===== config.mk =====
export PLATFORM = sky130hd
export DESIGN_NAME = commit_trace_unit
export DESIGN_NICKNAME = d
export VERILOG_FILES = /design/src/rtl/commit_trace_unit.sv
export SDC_FILE = /design/constraint.sdc
export NUM_CORES = 2
export LEC_CHECK = 0
export BUFFER_PORTS_ARGS = -buffer_cell sky130_fd_sc_hd__buf_2
export CAP_MARGIN = 30
export CORE_MARGIN = 2
export CORE_UTILIZATION = 25
export DETAILED_ROUTE_END_ITERATION = 8
export HOLD_SLACK_MARGIN = 0.12
export RECOVER_POWER = 25
export SKIP_CTS_REPAIR_TIMING = 1
export SLEW_MARGIN = 10
export SYNTH_ARGS = -nofsm -noshare
export SYNTH_HDL_FRONTEND = slang
export SYNTH_SLANG_ARGS = --single-unit

===== constraint.sdc =====
create_clock -name clk -period 16.3 [get_ports clk]
set_input_delay 0.815 -clock clk [delete_from_list [all_inputs] [get_ports clk]]
set_output_delay 0.815 -clock clk [all_outputs]
set_load 0.05 [all_outputs]

===== src/rtl/commit_trace_unit.sv =====
// commit_trace_unit: in-order retire log of WB register writes and MEM stores with flush/drain/done sequencing.
// Define COMMIT_TRACE_STAMP_EN to store a per-entry cycle stamp; otherwise trace_stamp is tied to 0.
module commit_trace_unit #(
    parameter int XLEN         = 64,
    parameter int DEPTH        = 16,
    parameter int FLUSH_CYCLES = 5
) (
    input  logic            clk,
    input  logic            reset,
    input  logic            wb_reg_write,
    input  logic [4:0]      wb_rd,
    input  logic [XLEN-1:0] wb_data,
    input  logic            mem_write,
    input  logic [XLEN-1:0] mem_addr,
    input  logic [XLEN-1:0] mem_wdata,
    input  logic            end_program,
    output logic            trace_valid,
    input  logic            trace_ready,
    output logic            trace_kind,
    output logic [XLEN-1:0] trace_tag,
    output logic [XLEN-1:0] trace_data,
    output logic [31:0]     trace_stamp,
    output logic [31:0]     cycle_count,
    output logic [31:0]     commit_count,
    output logic            overflow,
    output logic            done
);
    localparam int AW = $clog2(DEPTH);
    localparam int CW = AW + 1;
    typedef enum logic [1:0] {S_RUN, S_FLUSH, S_DRAIN, S_DONE} state_t;
    state_t          r_state;
    logic [31:0]     r_flush, r_cycle, r_commit;
    logic [AW-1:0]   r_wr, r_rd;
    logic [CW-1:0]   r_count;
    logic            r_overflow, r_done;
    logic            r_kind [DEPTH];
    logic [XLEN-1:0] r_tag  [DEPTH];
    logic [XLEN-1:0] r_data [DEPTH];
    logic            w_cap, w_reg_ev, w_st_ev, w_pop, w_push_reg, w_push_st, w_drop, w_empty;
    logic [CW-1:0]   w_space;
    logic [AW-1:0]   w_st_idx;
    assign w_empty    = r_count == CW'(0);
    assign w_cap      = r_state == S_RUN || r_state == S_FLUSH;
    assign w_reg_ev   = w_cap && wb_reg_write && wb_rd != 5'd0;
    assign w_st_ev    = w_cap && mem_write;
    assign w_pop      = !w_empty && trace_ready;
    assign w_space    = CW'(DEPTH) - r_count + CW'(w_pop);
    // The WB write is older than the MEM store, so it claims free space first.
    assign w_push_reg = w_reg_ev && w_space != CW'(0);
    assign w_push_st  = w_st_ev && w_space > CW'(w_push_reg);
    assign w_drop     = (w_reg_ev && !w_push_reg) || (w_st_ev && !w_push_st);
    assign w_st_idx   = r_wr + AW'(w_push_reg);
    assign trace_valid  = !w_empty;
    assign trace_kind   = !w_empty && r_kind[r_rd];
    assign trace_tag    = w_empty ? '0 : r_tag[r_rd];
    assign trace_data   = w_empty ? '0 : r_data[r_rd];
    assign cycle_count  = r_cycle;
    assign commit_count = r_commit;
    assign overflow     = r_overflow;
    assign done         = r_done;
    always_ff @(posedge clk) begin
        if (reset) begin
            r_state    <= S_RUN;
            r_flush    <= '0;
            r_cycle    <= '0;
            r_commit   <= '0;
            r_wr       <= '0;
            r_rd       <= '0;
            r_count    <= '0;
            r_overflow <= 1'b0;
            r_done     <= 1'b0;
        end else begin
            r_wr     <= r_wr + AW'(w_push_reg) + AW'(w_push_st);
            r_rd     <= r_rd + AW'(w_pop);
            r_count  <= r_count + CW'(w_push_reg) + CW'(w_push_st) - CW'(w_pop);
            r_commit <= r_commit + 32'(w_push_reg) + 32'(w_push_st);
            if (w_cap) r_cycle <= r_cycle + 32'd1;
            if (w_drop) r_overflow <= 1'b1;
            case (r_state)
                S_RUN: if (end_program) begin
                    r_state <= FLUSH_CYCLES == 0 ? S_DRAIN : S_FLUSH;
                    r_flush <= 32'(FLUSH_CYCLES);
                end
                S_FLUSH: begin
                    r_flush <= r_flush - 32'd1;
                    if (r_flush == 32'd1) r_state <= S_DRAIN;
                end
                S_DRAIN: if (w_empty) begin
                    r_state <= S_DONE;
                    r_done  <= 1'b1;
                end
                default: ;
            endcase
        end
    end
`ifdef COMMIT_TRACE_STAMP_EN
    logic [31:0] r_stamp [DEPTH];
    assign trace_stamp = w_empty ? '0 : r_stamp[r_rd];
    always_ff @(posedge clk) begin
        if (w_push_reg) r_stamp[r_wr] <= r_cycle;
        if (w_push_st) r_stamp[w_st_idx] <= r_cycle;
    end
`else
    assign trace_stamp = '0;
`endif
    // Storage needs no reset: outputs are masked to 0 while the FIFO is empty.
    always_ff @(posedge clk) begin
        if (w_push_reg) begin
            r_kind[r_wr] <= 1'b0;
            r_tag[r_wr]  <= XLEN'(wb_rd);
            r_data[r_wr] <= wb_data;
        end
        if (w_push_st) begin
            r_kind[w_st_idx] <= 1'b1;
            r_tag[w_st_idx]  <= mem_addr;
            r_data[w_st_idx] <= mem_wdata;
        end
    end
endmodule


-- After elaboration in Yosys (flattened, before gate mapping)
Memory sizes are Yosys's and may differ from the RTL's. A register that Yosys moved wholly into a read port is not among the register bits.
Cells that the tools add are included.
W data, S select, Z words.
- flip-flop bits (word level): 113
- memory bits (writable): 2064
- input bits: 203
- output and inout port bits: 228
- word-level logic and storage cells: 69
- memories kept: 3
- memories (memory ; depth ; bits a word ; read ports ; clocked after memory_dff ; write ports ; line ; text):
    r_data ; 16 ; 64 ; 1 ; 1 ; 2 ; 38 ; logic [XLEN-1:0] r_data [DEPTH];
    r_tag ; 16 ; 64 ; 1 ; 1 ; 2 ; 37 ; logic [XLEN-1:0] r_tag [DEPTH];
    r_kind ; 16 ; 1 ; 1 ; 1 ; 2 ; 36 ; logic r_kind [DEPTH];
- $add $sub $neg: 12
- order comparisons: 1
- equality and inequality tests: 6
- multiplexer cells: 15
- reduce and logical (&&, ||, !) cells: 23
- operator list (kind ; count):
    $mux W64 ; 2
    $add A32 B1 Y32 ; 2
    $pmux W32 S2 ; 1
    $add A32 B1 Y32 const B ; 1
    $eq A32 B1 Y1 const B ; 1
    $mux W32 ; 1
    $sub A32 B1 Y32 const B ; 1
    $add A5 B1 Y5 ; 3
    $add A4 B1 Y4 ; 3
    $mux W4 ; 3
    $reduce_bool A5 Y1 ; 2
    $logic_and A1 B1 Y1 ; 9
    $mux W2 ; 3
    $pmux W2 S3 ; 1
    $gt A5 B1 Y1 ; 1
    $logic_not A5 Y1 ; 1
    $sub A5 B1 Y5 ; 1
    $sub A5 B5 Y5 const A ; 1
    $mux W1 ; 4
    $ne A2 B2 Y1 const B ; 2
    $reduce_and A2 Y1 ; 2
    $reduce_and A4 Y1 ; 1
    $logic_not A1 Y1 ; 3
    $reduce_bool A3 Y1 ; 1
    6 further kinds ; 7

-- Depth between registers and ports, before layout
- word-level depth: 11
- depth in mapped cells: 28
- depth with buffers taken out: 23

-- Worst setup path before layout
No wires, ideal clock.
- kind: reg2reg
- start point: register r_count[2]
- end point: memory r_data[12][0] (enable)
- library setup time: 509 ps
- arrival: 8067 ps
- required time: 15791 ps
- path slack: 7724 ps
- cell stages (with the launch flop): 23
- path buffers: 6
- clock period less this slack: 8576 ps
- path through: dfxtp_1 > inv_1 > ha_1 > or4b_2 > clkbuf_1 > clkbuf_1 > nand2_1 > ha_1 > inv_1 > ha_1 > a31o_1 > a41oi_1 > clkbuf_1 > ha_1 > nor2_1 > nor2_1 > a31oi_2 > inv_2 > buf_6 > nor4_4 > buf_2 > buf_6 > nand2b_1
- RTL lines (what ; line ; text):
    from (decl) ; 34 ; logic [CW-1:0] r_count;
    from (signal assigned) ; 75 ; r_count <= r_count + CW'(w_push_reg) + CW'(w_push_st) - CW'(w_pop);
    to (decl) ; 38 ;

==> flow_summary.ini <==
[timing]
skew_ns = 0.0527
clock.fmax_mhz = 83.9
setup_violations = 0
fin_crit_sh_pct = 73.1
slew_viol_final = 2313
hold_viol_final = 0
period_minus_slack_ns = 11.92
worstMarginPinSlew_ns = 5.34
rsz0062_at_grt = false
setup_tns_ns = 0
maxSlewHeadroom_pct = -256

[min_path]
whs_endpoint = cycle_count[20]
min_path_type = input port to flip-flop
hp-start = reset
hold_depth = 2

[yosys]
synth_top_area_share_pct = 59.0
ys_ff_latch = 2177
synth_cell_types = 60
synth_ff_type = edfxtp_1
synthCells = 6202
syn-mean-instance-area_sq_um = 16.8
synthArstFlopShare_pct = 0
synth_edf_count = 2048
syn_area_sq_um = 104000
synth_largest_area_cell = edfxtp_1
yosysSeqAreaShare_pct = 61.5
synthTopCellsByArea = edfxtp_1 (59%), mux4_2 (14%), mux2_2 (11%), and2_1 (6.4%), dfxtp_1 (2.5%)
yosysWarningCount = 0

[floorplanning]
fp-row-count = 237
initial_core_util_pct = 25.1
die_area_sq_um = 422000
die_y_microns = 650
die_x_microns = 650
io_pins = 431
core_area_sq_um = 416000

[final_layout]
final_cell_mix = edfxtp_1 (2048), mux2_2 (1046), and2_1 (890)
syn_to_final_growth_pct = 13.9
layout_commonest_cell = edfxtp_1
drive_gt1_share_pct = 36.9
nFillCells = 41200
final_cell_area_sq_um = 119000
fin_nets = 6561
utilization_pct = 28.5

[power]
p_leak_nw = 36.4
p_per_area_nw_per_um2 = 155
ir_worst_vdd_uv = 216

[detailed_routing]
vias = 57600
ant_nets = 0
drcViolationCount = 0
firstDrtPassIters = 6
drt-total-wl_microns = 325000
avgViaCountPerCell = 4.78
first_iter_violations = 5326
routedWlPerCell_microns = 26.9

[place]
hpwl_microns = 178000
io_buffer_count = 398
gp_congestion = 0.759
place_area_sq_um = 112000

[critical_path]
r2r_cells = 18
path_max_fanout = 129
arrival_ns = 12.69
rrSetupSlack_ns = 4.38
start_kind = flip-flop
r2r_start = r_count[2]
regToRegEndpoint = r_data[11][24]
critPathKind = flip-flop to flip-flop
cp-startpoint = r_count[2]
critical_path_required_ns = 17.07
crit_path_end_kind = flip-flop

[global_route]
grt_max_degree = 153
grt_pass1_vias = 60200
overflow = 0
grt_pass1_wl_microns = 458000
antenna_found_initial = 131
grt_util_all_layers_pct = 14.9

[clocking]
cts_tree = built
cts_buffer_depth = 4
numCtsBuffers = 230
root_buffer = clkbuf_16
clock_sinks = 2177
htreeDepth = 4
insertion_delay_ns = 0.93
cts.clk_slew.worst_paths_ns = 0.08

[run]
maxCapViolCount = 40

[outcome]
outcome = finished with violations
violations = max-capacitance violations, max-slew violations
[power breakdown]
group          switching (mW)  total [mW]  internal, mW
Clock                    2.27        5.13          2.86
Combinational            3.89        6.07          2.18
Sequential              0.223        7.14          6.91
Total                    6.39        18.3          11.9
[worst max-delay path: stages (launching register included)]
cell,delay (ns)
dfxtp_1,0.38
inv_1,0.11
ha_1,0.25
or4b_1,2.18
nand2_1,0.27
ha_1,0.35
inv_1,0.08
ha_1,0.18
nor3b_1,0.07
a31o_1,0.23
a41oi_1,1.20
ha_1,0.43
nor2_1,0.17
nor2_1,0.06
a31oi_1,0.26
inv_1,0.40
nor4_4,0.41
clkbuf_2,3.45
mux2_2,0.69
[flip-flops by register name, summed over array words and instances, names as in the netlist]
name and flops:
r_data 1024, r_tag 1024, commit_count 32, cycle_count 32, r_flush 32, r_kind 16, r_count 5, r_rd 4
r_wr 4, r_state 2, done 1, overflow 1
[Yosys cell counts, types with 3 or more instances]
cell type / instances
or4_1: 8
ha_1: 24
and4_1: 6
edfxtp_1: 2048
mux2_1: 58
nor3_1: 19
and3_1: 14
nand4_1: 31
clkbuf_1: 436
nor2_1: 114
buf_4: 56
buf_2: 113
nand2_1: 29
xnor2_1: 41
inv_1: 22
nor2b_1: 13
dfxtp_1: 129
and2_1: 1074
xor2_1: 50
mux4_2: 645
nand2b_1: 19
o21ai_0: 14
a21oi_1: 15
fa_1: 3
mux2i_1: 3
a21o_1: 16
or2_2: 3
buf_1: 30
buf_6: 5
nor4_1: 17
nor4_2: 8
nor3_2: 8
mux2_2: 1047
nand3_1: 35
a41oi_1: 3
or3_1: 17
[layout make-up]
type                            instances  area [sq um]  area share [%]
Antenna cell                           49           123           0.103
Clock buffer                          291          6160            5.19
Clock inverter                        128          1020           0.860
Inverter                               23          86.3          0.0728
Multi-Input combinational cell       3393         37300            31.4
Sequential cell                      2177         64100            54.0
Tap cell                             5497          6880            5.80
Timing Repair Buffer                  506          3030            2.55
[logic make-up after synthesis]
group	Yosys count	synth area share [%]
AO/OA/AOI/OAI	66	0.426
XOR/XNOR	91	0.765
adder cells (fa/ha/maj)	27	0.346
buffers and inverters	663	2.76
flip-flops	2177	61.5
multiplexers	1753	25.9
other	1	0.00360
AND/OR/NAND/NOR	1424	8.28
[per-stage QoR]
stage | worst slack (ns) | cells | total power, mW | hold slack, ns
after detailed placement | 8.25 | 11600 | 13.4 | 0.437
after global routing | 3.96 | 12100 | 19.0 | 0.322
after CTS | 8.16 | 12000 | 18.6 | 0.280
after global placement | 8.02 | 11600 | 13.3 | 0.434
final | 4.38 | 12100 | 18.3 | 0.347
after floorplan | 7.72 | 6233 | 11.3 | 0.421
[metal layers]
layer / part of all wire (%) / global-route usage [%] / vias up / wire [microns]
li1: - / - / 24100 / -
met4: 4.1 / 5.35 / 30 / 13300
met3: 6.4 / 2.67 / 634 / 20700
met2: 52 / 27.1 / 2077 / 168000
met1: 38 / 17.5 / 30700 / 123000
met5: 0.061 / 0 / - / 199
[worst max-delay path by stage]
stage                           endpoint  slack, ns  cells past startpoint
after floorplan            r_data[12][0]       7.72                     22
after global placement    r_data[13][49]       8.02                     19
after detailed placement  r_data[13][49]       8.25                     19
after CTS                   r_tag[13][4]       8.16                     19
after global routing       r_data[9][56]       3.96                     18
final                     r_data[11][24]       4.38                     18
Power figures use the tool's default switching activity.
